$ cat config.mk
export PLATFORM = sky130hd
export DESIGN_NAME = instr_encode
export DESIGN_NICKNAME = d
export VERILOG_FILES = /design/src/rtl/instr_encode_pkg.sv /design/src/rtl/instr_pack.sv /design/src/rtl/instr_encode.sv
export SDC_FILE = /design/constraint.sdc
export NUM_CORES = 1
export LEC_CHECK = 0
export ABC_AREA = 1
export BUFFER_PORTS_ARGS = -buffer_cell sky130_fd_sc_hd__buf_4
export CORE_MARGIN = 2
export CORE_UTILIZATION = 40
export CTS_BUF_LIST = sky130_fd_sc_hd__clkbuf_2
export DETAILED_ROUTE_END_ITERATION = 10
export GPL_TIMING_DRIVEN = 0
export HOLD_SLACK_MARGIN = 0.12
export REMOVE_ABC_BUFFERS = 1
export SETUP_SLACK_MARGIN = 0.5
export SLEW_MARGIN = 30
export SYNTH_ARGS = -nofsm -noshare
export SYNTH_HDL_FRONTEND = slang
export SYNTH_SLANG_ARGS = --single-unit
export TNS_END_PERCENT = 20
$ cat constraint.sdc
create_clock -name clk -period 3.1 [get_ports clk]
set_clock_uncertainty 0.1 [all_clocks]
set_input_delay 0.62 -clock clk [delete_from_list [all_inputs] [get_ports clk]]
set_output_delay 0.62 -clock clk [all_outputs]
set_load 0.01 [all_outputs]
$ cat src/rtl/instr_encode_pkg.sv
// ============================================================================
// instr_encode_pkg : RV32I format selects, opcodes and NOP word for the encoder
// Revision: 1.0
// ============================================================================
`default_nettype none

package instr_encode_pkg;

  typedef enum logic [2:0] {
    FMT_R = 3'd0,
    FMT_I = 3'd1,
    FMT_S = 3'd2,
    FMT_B = 3'd3,
    FMT_U = 3'd4,
    FMT_J = 3'd5
  } fmt_e;

  localparam logic [31:0] NOP_INSTR = 32'h0000_0013;

  localparam logic [6:0] OP     = 7'h33;
  localparam logic [6:0] OP_IMM = 7'h13;
  localparam logic [6:0] LOAD   = 7'h03;
  localparam logic [6:0] STORE  = 7'h23;
  localparam logic [6:0] BRANCH = 7'h63;
  localparam logic [6:0] LUI    = 7'h37;
  localparam logic [6:0] AUIPC  = 7'h17;
  localparam logic [6:0] JAL    = 7'h6F;
  localparam logic [6:0] JALR   = 7'h67;

endpackage

`default_nettype wire

$ cat src/rtl/instr_pack.sv
// ============================================================================
// instr_pack : combinational RV32I field packer with immediate legality check
// Revision: 1.0
// ============================================================================
`default_nettype none

module instr_pack
  import instr_encode_pkg::*;
(
  input  logic [2:0]  fmt,
  input  logic [6:0]  opcode,
  input  logic [4:0]  rd,
  input  logic [2:0]  funct3,
  input  logic [4:0]  rs1,
  input  logic [4:0]  rs2,
  input  logic [6:0]  funct7,
  input  logic [31:0] imm,
  output logic [31:0] instr,
  output logic        err
);

  fmt_e w_fmt;
  logic w_i_ok;
  logic w_b_ok;
  logic w_j_ok;
  logic w_u_ok;

  assign w_fmt = fmt_e'(fmt);

  // An immediate fits when every bit above the field's sign bit matches it.
  assign w_i_ok = (&imm[31:11]) | ~(|imm[31:11]);
  assign w_b_ok = ((&imm[31:12]) | ~(|imm[31:12])) & ~imm[0];
  assign w_j_ok = ((&imm[31:20]) | ~(|imm[31:20])) & ~imm[0];
  assign w_u_ok = ~(|imm[11:0]);

  always_comb begin
    instr = NOP_INSTR;
    err   = 1'b1;
    case (w_fmt)
      FMT_R: begin
        instr = {funct7, rs2, rs1, funct3, rd, opcode};
        err   = 1'b0;
      end
      FMT_I: if (w_i_ok) begin
        instr = {imm[11:0], rs1, funct3, rd, opcode};
        err   = 1'b0;
      end
      FMT_S: if (w_i_ok) begin
        instr = {imm[11:5], rs2, rs1, funct3, imm[4:0], opcode};
        err   = 1'b0;
      end
      FMT_B: if (w_b_ok) begin
        instr = {imm[12], imm[10:5], rs2, rs1, funct3, imm[4:1], imm[11], opcode};
        err   = 1'b0;
      end
      FMT_U: if (w_u_ok) begin
        instr = {imm[31:12], rd, opcode};
        err   = 1'b0;
      end
      FMT_J: if (w_j_ok) begin
        instr = {imm[20], imm[10:1], imm[11], imm[19:12], rd, opcode};
        err   = 1'b0;
      end
      default: begin
        instr = NOP_INSTR;
        err   = 1'b1;
      end
    endcase
  end

endmodule

`default_nettype wire

$ cat src/rtl/instr_encode.sv
// ============================================================================
// instr_encode : two-stage valid/ready RV32I encoder with word address counter
// Revision: 1.0
// ============================================================================
`default_nettype none

module instr_encode
  import instr_encode_pkg::*;
#(
  parameter int ADDR_W    = 12,
  parameter int BASE_ADDR = 0,
  parameter int DEPTH     = 1024
) (
  input  logic              clk,
  input  logic              rst_n,
  input  logic              clear,
  input  logic              in_valid,
  output logic              in_ready,
  input  logic [2:0]        in_fmt,
  input  logic [6:0]        in_opcode,
  input  logic [4:0]        in_rd,
  input  logic [2:0]        in_funct3,
  input  logic [4:0]        in_rs1,
  input  logic [4:0]        in_rs2,
  input  logic [6:0]        in_funct7,
  input  logic [31:0]       in_imm,
  output logic              out_valid,
  input  logic              out_ready,
  output logic [31:0]       out_instr,
  output logic [ADDR_W-1:0] out_addr,
  output logic              out_err,
  output logic [15:0]       word_cnt
);

  localparam logic [ADDR_W-1:0] c_base = ADDR_W'(BASE_ADDR);
  localparam logic [ADDR_W-1:0] c_last = ADDR_W'(BASE_ADDR + 4 * (DEPTH - 1));

  logic              r_live;
  logic              r_s1_valid;
  logic [2:0]        r_s1_fmt;
  logic [6:0]        r_s1_opcode;
  logic [4:0]        r_s1_rd;
  logic [2:0]        r_s1_funct3;
  logic [4:0]        r_s1_rs1;
  logic [4:0]        r_s1_rs2;
  logic [6:0]        r_s1_funct7;
  logic [31:0]       r_s1_imm;
  logic              r_out_valid;
  logic [31:0]       r_out_instr;
  logic              r_out_err;
  logic [ADDR_W-1:0] r_out_addr;
  logic [ADDR_W-1:0] r_addr_ptr;
  logic [15:0]       r_word_cnt;

  logic              w_s2_load;
  logic              w_in_fire;
  logic              w_out_fire;
  logic [31:0]       w_instr;
  logic              w_err;

  assign w_s2_load  = !r_out_valid || out_ready;
  assign in_ready   = r_live && (!r_s1_valid || w_s2_load) && !clear;
  assign w_in_fire  = in_valid && in_ready;
  assign w_out_fire = r_out_valid && out_ready;

  assign out_valid = r_out_valid;
  assign out_instr = r_out_instr;
  assign out_err   = r_out_err;
  assign out_addr  = r_out_addr;
  assign word_cnt  = r_word_cnt;

  instr_pack u_pack (
    .fmt    (r_s1_fmt),
    .opcode (r_s1_opcode),
    .rd     (r_s1_rd),
    .funct3 (r_s1_funct3),
    .rs1    (r_s1_rs1),
    .rs2    (r_s1_rs2),
    .funct7 (r_s1_funct7),
    .imm    (r_s1_imm),
    .instr  (w_instr),
    .err    (w_err)
  );

  // Raw field capture needs no reset: it is only observed behind r_s1_valid.
  always_ff @(posedge clk) begin
    if (w_in_fire) begin
      r_s1_fmt    <= in_fmt;
      r_s1_opcode <= in_opcode;
      r_s1_rd     <= in_rd;
      r_s1_funct3 <= in_funct3;
      r_s1_rs1    <= in_rs1;
      r_s1_rs2    <= in_rs2;
      r_s1_funct7 <= in_funct7;
      r_s1_imm    <= in_imm;
    end
  end

  always_ff @(posedge clk or negedge rst_n) begin
    if (!rst_n) begin
      r_live      <= 1'b0;
      r_s1_valid  <= 1'b0;
      r_out_valid <= 1'b0;
      r_out_instr <= 32'h0;
      r_out_err   <= 1'b0;
      r_out_addr  <= c_base;
      r_addr_ptr  <= c_base;
      r_word_cnt  <= 16'h0;
    end else begin
      r_live <= 1'b1;
      if (clear) begin
        r_s1_valid  <= 1'b0;
        r_out_valid <= 1'b0;
        r_out_addr  <= c_base;
        r_addr_ptr  <= c_base;
        r_word_cnt  <= 16'h0;
      end else begin
        if (w_in_fire) begin
          r_s1_valid <= 1'b1;
        end else if (w_s2_load) begin
          r_s1_valid <= 1'b0;
        end
        // Address is bound when the word enters stage 2, so stalls never skip one.
        if (w_s2_load) begin
          r_out_valid <= r_s1_valid;
          if (r_s1_valid) begin
            r_out_instr <= w_instr;
            r_out_err   <= w_err;
            r_out_addr  <= r_addr_ptr;
            r_addr_ptr  <= (r_addr_ptr == c_last) ? c_base : r_addr_ptr + ADDR_W'(4);
          end
        end
        if (w_out_fire && (r_word_cnt != 16'hFFFF)) begin
          r_word_cnt <= r_word_cnt + 16'h1;
        end
      end
    end
  end

endmodule

`default_nettype wire

==> results.toml <==
[grt]
first_global_vias = 5219
antenna_found_initial = 0
grt_remaining_overflow = 0
grt_pass1_wl_um = 24700
grt_use_total = 0.194
grt_max_degree = 74

[timing]
finalSetupTns_ns = 0
min_period_ns = 2.48
timing.final.max_slew_violations = 0
tightestPinTransition_ns = 0.696
finalHoldViolCount = 0
setup_viol = 0
holdWs_ns = 0.247
clock.fmax_ghz = 0.404
slew_headroom = 0.536
min_period_over_period = 0.799
rsz0062_at_grt = "true"

[placement]
dp_cells = 983
hpwl_um = 10200
numPortBuffers = 134
place.gp.congestion = 0.819

[final_layout]
fin_nets = 962
diodes = 0
drive_above_1_share = 0.213
area_delta_synth_final_pct = 35.3
instances_no_fill = 1089

[routing]
vias = 5197
firstDrtPassIters = 4
vias_per_cell = 4.77
drt-total-wl_um = 15400
wl_per_cell_um = 14.1
ant_nets = 0
first_iter_violations = 229
drc_errors = 0

[power_and_ir_drop]
p_total_mw = 3.26
p_leak_nw = 3.84
max-vdd-ir-drop_mv = 0.264
power_density_nw_per_um2 = 394

[synth]
syn_inst = 670
yosysWarnings = 0
synth.yosys.seq_area_share = 0.628
synth_seq_cells = 140
ys_types = 33
synth_area_um2 = 6110
syn_area_per_cell_um2 = 9.13

[hold_path]
worstHoldPathType = "input pin to register"

[clock_tree]
clock-root-buffer = "clkbuf_2"
cts_tree = "built"
cts_made_buffers = 17
clkTransAtPathRegs_ns = 0.19
cts_max_level = 4
post-cts-setup-buffers = 0
clock-sinks = 140
clock_latency_ns = 0.70
cts_buffer_depth = 2

[die]
core_area_um2 = 15100
start_util = 0.405
die_w_um = 128
dieHeight_um = 128
rows = 45
io_pins = 135
dieArea_um2 = 16300

[job]
maxCapViolCount = 0

[worst_setup_path]
crit_required_ns = 2.38
crit_type = "register to output port"
path_max_fanout = 3
critPathLaunchType = "register"
end_kind = "output port"
worstPathArrival_ns = 1.76

[status]
status = "finished, final reports clean"
flip-flops by register name (all words and copies together) (netlist names), 3 cells and up:
| signal | flops |
|---|---|
| r_s1_fmt | 3 |
| r_s1_opcode | 7 |
| r_s1_imm | 32 |
| r_s1_rd | 5 |
| r_addr_ptr | 10 |
| r_s1_rs1 | 5 |
| word_cnt | 16 |
| r_s1_funct3 | 3 |
| r_s1_funct7 | 7 |
| out_instr | 32 |
| out_addr | 11 |
| r_s1_rs2 | 5 |
where the power goes:
group          internal [mW]  switching (mW)
logic                  0.190           0.161
clock network          0.216           0.629
registers               2.02          0.0431
total                   2.43           0.833
synthesized netlist by cell type, drive strengths merged:
cell	count	area, µm²
nand2	245	927
nor2	78	308
inv	75	282
dfrtp	73	1830
edfxtp	67	2010
nand3	34	195
o21ai	30	150
a21oi	20	108
o22ai	13	81.3
clkbuf	7	26.3
nand4	7	43.8
nor3	5	40.0
buf	4	21.3
ha	2	25.0
o32ai	2	17.5
a211oi	1	7.51
and3	1	6.26
clkinv	1	3.75
conb	1	3.75
nor4	1	6.26
o211ai	1	7.51
o31ai	1	7.51
xor2	1	8.76
per-layer routing:
metal	part of all wire	global-route usage	wire [µm]	vias up
met5	0	0	0	-
met2	0.51	0.344	7820	129
met3	0.044	0.0507	676	17
met1	0.43	0.234	6660	2446
li1	-	-	-	2605
met4	0.013	0.0537	192	0
cell usage in the layout (no fill, tap or decap), types with 5 or more instances in the layout:
| cell type | Yosys | layout |
|---|---|---|
| inv_2 | 5 | 5 |
| dlygate4sd3_1 | 0 | 74 |
| nand2_1 | 242 | 242 |
| inv_1 | 70 | 69 |
| nor2_1 | 74 | 73 |
| clkbuf_2 | 0 | 23 |
| buf_4 | 1 | 133 |
| nand4_1 | 7 | 7 |
| nand3_1 | 29 | 29 |
| a21oi_1 | 18 | 18 |
| o21ai_1 | 5 | 5 |
| o21ai_0 | 25 | 24 |
| o22ai_1 | 13 | 13 |
| dfrtp_1 | 73 | 73 |
| edfxtp_1 | 67 | 67 |
kinds of logic (layout without fill, tap and decap cells):
family	Yosys count	in the layout	synth area share
AOI/OAI and AO/OA	68	68	0.0620
xor gates and xnor gates	1	1	0.00143
adders and majority gates	2	2	0.00409
buffers and inverters	87	318	0.0544
DFF	140	140	0.628
other	1	1	0.000613
and+or+nand+nor	371	371	0.250
path summary, 6_finish.rpt:
kind,slack (ns),to,startpoint,cells past startpoint
max reg2reg,0.67,out_instr[0],out_valid,10
min reg2reg,0.41,out_instr[16],out_instr[16],2
max in group asynchronous,2.02,out_instr[27],rst_n,2
max,0.62,in_ready,out_valid,6
min,0.25,word_cnt[8],clear,4
min in group asynchronous,0.39,out_addr[7],rst_n,2
repair_timing:
item                                   4_1_cts  5_1_grt
setup endpoints to repair                   41        4
gates resized for setup                      2        1
endpoints found under the hold margin      145        0
hold buffers                                74        0
final cells by class:
cell class | instances | area [µm²]
fill | 1410 | 6820
sequential | 140 | 3840
multi-input combinational | 443 | 1960
timing repair buffer | 210 | 1780
inverter | 76 | 293
tap | 188 | 235
clock buffer | 23 | 115
clock inverter | 9 | 50.0
critical path: stages, from the launching register on:
cell and delay (ns):
dfrtp_1 0.40, inv_1 0.05, nor2_2 0.12, inv_1 0.10
o211ai_1 0.17, inv_1 0.09, buf_4 0.15
stage by stage:
stage	utilization	setup slack (ns)	area (µm²)
floorplan	-	0.189	6070
global placement	0.484	-0.756	7310
detailed placement	0.487	-0.318	7350
CTS	0.548	0.488	8260
global route	0.548	0.349	8270
finish	0.548	0.625	8270
(Power assumes the default switching activity.)
